### src/rtl/instruction_fetch_unit.sv
// rtl/instruction_fetch_unit.sv - prefetching instruction fetch unit with a credit-limited queue
// Optional feature macro: FETCH_BUBBLE_NOP_EN (drive NOP 16'hE000 on Instruction while instr_valid=0).
// Requests go out combinationally, data returns one cycle later and is queued with its address.
// Outstanding credit (queued + in flight) never exceeds QUEUE_DEPTH, so the queue cannot overflow.
`timescale 1ns/1ps

module instruction_fetch_unit #(
  parameter int ADDR_WIDTH        = 16,
  parameter int QUEUE_DEPTH       = 4,
  parameter int INSTRUCTION_WIDTH = 16
) (
  input  logic                         clock,
  input  logic                         reset,
  output logic                         mem_req,
  output logic [ADDR_WIDTH-1:0]        mem_addr,
  input  logic [INSTRUCTION_WIDTH-1:0] mem_data,
  output logic [INSTRUCTION_WIDTH-1:0] Instruction,
  output logic                         instr_valid,
  output logic [ADDR_WIDTH-1:0]        instr_pc,
  input  logic                         instr_ready,
  input  logic                         redirect,
  input  logic [ADDR_WIDTH-1:0]        redirect_target,
  input  logic                         halt
);

  localparam int PTR_W = $clog2(QUEUE_DEPTH);
  localparam int CNT_W = PTR_W + 1;
  localparam int OCC_W = CNT_W + 1;

  // Fetch side state
  logic [ADDR_WIDTH-1:0]        fetch_pc;
  logic                         inflight;
  logic [ADDR_WIDTH-1:0]        inflight_pc;

  // Queue state
  logic [PTR_W-1:0]             rd_ptr;
  logic [PTR_W-1:0]             wr_ptr;
  logic [CNT_W-1:0]             count;
  logic [INSTRUCTION_WIDTH-1:0] data_q [QUEUE_DEPTH];
  logic [ADDR_WIDTH-1:0]        pc_q   [QUEUE_DEPTH];

  logic [OCC_W-1:0]             occupancy;
  logic                         credit_ok;
  logic                         push;
  logic                         pop;
  logic [INSTRUCTION_WIDTH-1:0] head_data;

  // Credit check, request generation and queue handshakes; redirect overrides everything
  always_comb begin
    occupancy = OCC_W'(count) + OCC_W'(inflight);
    credit_ok = (occupancy < OCC_W'(QUEUE_DEPTH));
    mem_req   = ~reset & ~halt & ~redirect & credit_ok;
    mem_addr  = fetch_pc;
    push      = inflight & ~redirect;
    pop       = instr_valid & instr_ready & ~redirect;
  end

  // Fetch PC, in-flight tracking, pointers and occupancy count
  always_ff @(posedge clock or posedge reset) begin
    if (reset) begin
      fetch_pc    <= '0;
      inflight    <= 1'b0;
      inflight_pc <= '0;
      rd_ptr      <= '0;
      wr_ptr      <= '0;
      count       <= '0;
    end else if (redirect) begin
      // Flush: the queue empties and the response now on mem_data is dropped
      fetch_pc    <= redirect_target;
      inflight    <= 1'b0;
      inflight_pc <= redirect_target;
      rd_ptr      <= '0;
      wr_ptr      <= '0;
      count       <= '0;
    end else begin
      if (mem_req) begin
        fetch_pc <= fetch_pc + 1'b1;
      end
      inflight    <= mem_req;
      inflight_pc <= fetch_pc;
      if (push) begin
        wr_ptr <= wr_ptr + 1'b1;
      end
      if (pop) begin
        rd_ptr <= rd_ptr + 1'b1;
      end
      count <= count + CNT_W'(push) - CNT_W'(pop);
    end
  end

  // Queue storage: each returning word is written with the address it was fetched from
  always_ff @(posedge clock or posedge reset) begin
    if (reset) begin
      for (int i = 0; i < QUEUE_DEPTH; i++) begin
        data_q[i] <= '0;
        pc_q[i]   <= '0;
      end
    end else if (push) begin
      data_q[wr_ptr] <= mem_data;
      pc_q[wr_ptr]   <= inflight_pc;
    end
  end

  // Head of queue drives the decoder; the bubble value depends on build configuration
  always_comb begin
    head_data   = data_q[rd_ptr];
    instr_valid = (count != '0);
    instr_pc    = pc_q[rd_ptr];
`ifdef FETCH_BUBBLE_NOP_EN
    Instruction = instr_valid ? head_data : INSTRUCTION_WIDTH'(16'hE000);
`else
    Instruction = head_data;
`endif
  end

endmodule

### config.mk
export PLATFORM = sky130hd
export DESIGN_NAME = instruction_fetch_unit
export DESIGN_NICKNAME = d
export VERILOG_FILES = /design/src/rtl/instruction_fetch_unit.sv
export SDC_FILE = /design/constraint.sdc
export NUM_CORES = 1
export LEC_CHECK = 0
export CAP_MARGIN = 10
export CELL_PAD_IN_SITES_DETAIL_PLACEMENT = 2
export CELL_PAD_IN_SITES_GLOBAL_PLACEMENT = 2
export CORE_MARGIN = 10
export CORE_UTILIZATION = 38
export CTS_BUF_LIST = sky130_fd_sc_hd__clkbuf_4
export DETAILED_ROUTE_END_ITERATION = 6
export HOLD_SLACK_MARGIN = 0.06
export PLACE_DENSITY_LB_ADDON = 0.1
export SLEW_MARGIN = 20
export SYNTH_ARGS = -nofsm -noshare
export SYNTH_HDL_FRONTEND = slang
export SYNTH_SLANG_ARGS = --single-unit
### constraint.sdc
create_clock -name clock -period 5.5 [get_ports clock]
set_input_delay 0.825 -clock clock [delete_from_list [all_inputs] [get_ports clock]]
set_output_delay 0.825 -clock clock [all_outputs]
set_load 0.01 [all_outputs]
==> results.md <==
* IO Pins at 87
* Sequential element share of the synthesized area at 0.546
* Async SR Flop Fraction at 1.00
* CP delay by family, top: buffers and inverters
* Crit path DAT at 3.01 ns
* RePlAce Congestion at between 0.7 and 0.8
* Hold Buf Count CTS at 0
* Gr ovfl total at 0
* Hold crit path type: flop to flop
* Post-synthesis compound-gate area fraction at 0.0441
* Slowest cell on crit path: dfrtp_2
* Post-route ant nets at 0
* Router iterations before antenna repair at 4
* RSZ-0062 raised after global routing: no
* Post-synth top area share at 0.546
* Total number of vias at 4727
* Outcome: finished, final reports clean
* Post-CTS sizing at 0
* Max Freq at 0.261 GHz
* Adder-cell share of the synthesized area at 0.0156
* Clock buffer count from CTS at 17
* Post-Synth XOR/XNOR Area at 0.00455
* Sw Pwr at around 1.1 mW
* Leading cell type in the layout, fill and taps excluded: dfrtp_1
* Final setup viols at 0
* EDFF count, synth at 0
* Horiz. Die Dim at approximately 160 microns
* Total power density per cell area at a little over 400 mW/mm^2
* Initial Utilization at 0.390
* Sink Count at 168
* First-pass GRT wire length at 31900 microns
* Crit path time final at ~3.8 ns
* Crit Path Category: flop to output pin
* Initial antenna violation count at 1
* Syn avg cell area at roughly 15 sq um
* Crit end category: output pin
* Fillers at between 1500 and 2000
* Core ar. at 0.0197 sq mm
* CP max stage delay at roughly 0.90 ns
* Worst-margin pin slew at between 1 and 1.5 ns
* Setup TNS Final at 0 ns
* Post-CTS setup buffer count at 0
* Overall Global Routing Usage at 0.154
* DR vias/cell at between 5 and 6
* Slew Limit Fails at 0
* WL/cell at 22.1 microns
* Critical-path cell list: buf_4 -> mux4_2 -> clkdlybuf4s50_1
* Number of global-route vias before repair at around 5600
* Crit path launch type: flop
* Die area at roughly 0.026 sq mm
* Final Non-Filler Cells at between 800 and 900
* Largest net degree at the start of global routing at 97
* Max cap viols at 0
* Area growth from synthesis to layout at 17.9%
* Synth Area in Simple Gates at 0.0538
* DIE HEIGHT at ~160 microns
* # nets final at about 650
* R2R setup slack at approximately 3.0 ns
* Clk_lat worst skew at between 0.5 and 0.6 ns
* CTS tree: done
* Drt drc at 0
* Clock network power share at 0.208
* Worst rel slew slack at 0.317
* Tcrit/Tclk final at 0.697
* #FFs+latches synth at around 170
* Largest area contributor in the netlist: dfrtp_1
* Share of total power in combinational logic at 0.331
* CTS Buffer Depth at 2
* Reg clk slew, reported paths at 0.13 ns
* IO Port Bufs at 86
* Hold Violations, Final at 0
* Mapped Nets at 570
* Flop pwr share at 0.461
* Root buffer cell: clkbuf_4
* Internal Power at roughly 2.5 mW
* Post-synth top flop: dfrtp_1
* Top fanout value on the critical path at 21
* CP bufs+invs at 2
* Final WL at roughly 19000 microns
* Synth area leaders: dfrtp_1 55%, mux2_2 19%, mux4_2 9.4%
* Synth Instances at roughly 520
* Mux share of post-synthesis cell area at 0.304
* Drt initial violations at ~220
* YS warnings at 0
* Main combinational cell family by area after synthesis: multiplexers
* Placed cell count at about 850
* H-Tree Depth at 4
* Max VDD drop at 156 uV
* Yosys cell types at 56
* Fraction of layout cells with a size suffix above 1 at 0.351
* Syn Std Cell Area at between 0.007 and 0.008 sq mm
* Commonest cells after routing, fill and taps aside: 166 x dfrtp_1, 132 x mux2_2, 86 x clkdlybuf4s50_1
* Clock Skew at roughly 0.023 ns
* Final hold slack at 0.520 ns
* Num rows at 51
* Leak at 4.09 nW
* Crit path required time at about 4.7 ns
* Net Sw Frac at 0.312
* HPWL after detailed placement at between 10000 and 15000 microns
==> registers in the layout, summed over array words and instances, names as in the netlist <==
| register | cells |
|---|---|
| mem_addr | 16 |
| inflight_pc | 16 |
| count | 3 |
| rd_ptr | 2 |
| inflight | 1 |
| pc_q | 64 |
| data_q | 64 |
| wr_ptr | 2 |
==> Yosys cell counts, types with 2 or more instances <==
cell,instances
nor3_1,9
xor2_1,2
o21ai_0,7
clkbuf_1,4
buf_2,19
dfrtp_1,168
nor2_1,10
nand2_1,19
nand3b_1,2
nor4_1,3
a211oi_1,2
ha_1,8
o311a_1,2
mux2i_1,13
and4_1,2
o211ai_1,4
inv_1,20
or3_1,2
nand4_1,6
and2_2,2
mux2_2,132
a21oi_1,8
buf_6,4
or3_2,2
mux4_2,32
o22ai_1,2
a311oi_1,4
nand3_1,5
xnor2_1,2
and3_1,3
==> per-layer routing <==
layer	wire (microns)	global-route usage	vias up
li1	-	-	2104
met1	8600	0.192	2536
met2	10000	0.262	77
met3	707	0.0377	10
met4	131	0.0385	0
met5	0	0	-
==> worst paths after layout <==
kind | startpoint | to | depth (start not counted)
max in group asynchronous | reset | data_q[63]$_DFFE_PP0P_ | 3
min reg2reg | pc_q[1]$_DFFE_PP0P_ | pc_q[1]$_DFFE_PP0P_ | 1
min in group asynchronous | reset | mem_addr[14]$_DFFE_PP0P_ | 2
max | rd_ptr[0]$_DFFE_PP0P_ | instr_pc[1] | 3
max reg2reg | count[1]$_DFF_PP0_ | count[2]$_DFF_PP0_ | 10
min | pc_q[1]$_DFFE_PP0P_ | pc_q[1]$_DFFE_PP0P_ | 1
==> power by group through the flow <==
| stage | combinational [mW] | sequential [mW] | clock (mW) |
|---|---|---|---|
| 3_5_place_dp | 1.25 | 1.73 | 0 |
| 6_report | 1.22 | 1.70 | 0.766 |
| 4_1_cts | 1.25 | 1.70 | 0.799 |
| 5_1_grt | 1.32 | 1.74 | 0.861 |
| 3_3_place_gp | 1.21 | 1.70 | 0 |
| 2_1_floorplan | 0.728 | 1.62 | 0 |
==> kinds of logic (layout without fill, tap and decap cells) <==
family / count (synthesis) / count (layout)
compound gates: 41 / 41
xor+xnor: 4 / 4
fa+ha+maj: 9 / 9
buf+inv: 50 / 142
flops: 168 / 168
mux: 177 / 177
other cells: 0 / 1
simple gates: 75 / 75
==> through the flow <==
| stage | area (sq um) | setup WS, ns | power [mW] | util |
|---|---|---|---|---|
| after floorplan | 7700 | 0.128 | 2.35 | - |
| after global placement | 8760 | 1.97 | 2.91 | 0.445 |
| after detailed placement | 8760 | 1.97 | 2.97 | 0.445 |
| after CTS | 9070 | 1.52 | 3.75 | 0.460 |
| after global routing | 9070 | 1.42 | 3.92 | 0.460 |
| final | 9070 | 1.67 | 3.68 | 0.460 |
==> cell type report <==
type                    count  area (sq um)  area share
flip-flops and latches    168          4210       0.464
multi-input cells         306          3260       0.359
repair buffers             90           891      0.0982
well taps                 265           332      0.0365
clock inverters            14           171      0.0189
clock buffers              18           135      0.0149
inverters                  20          80.1     0.00883
diodes                      1          2.50    0.000276
No activity file was read; power rests on OpenSTA's default activity.
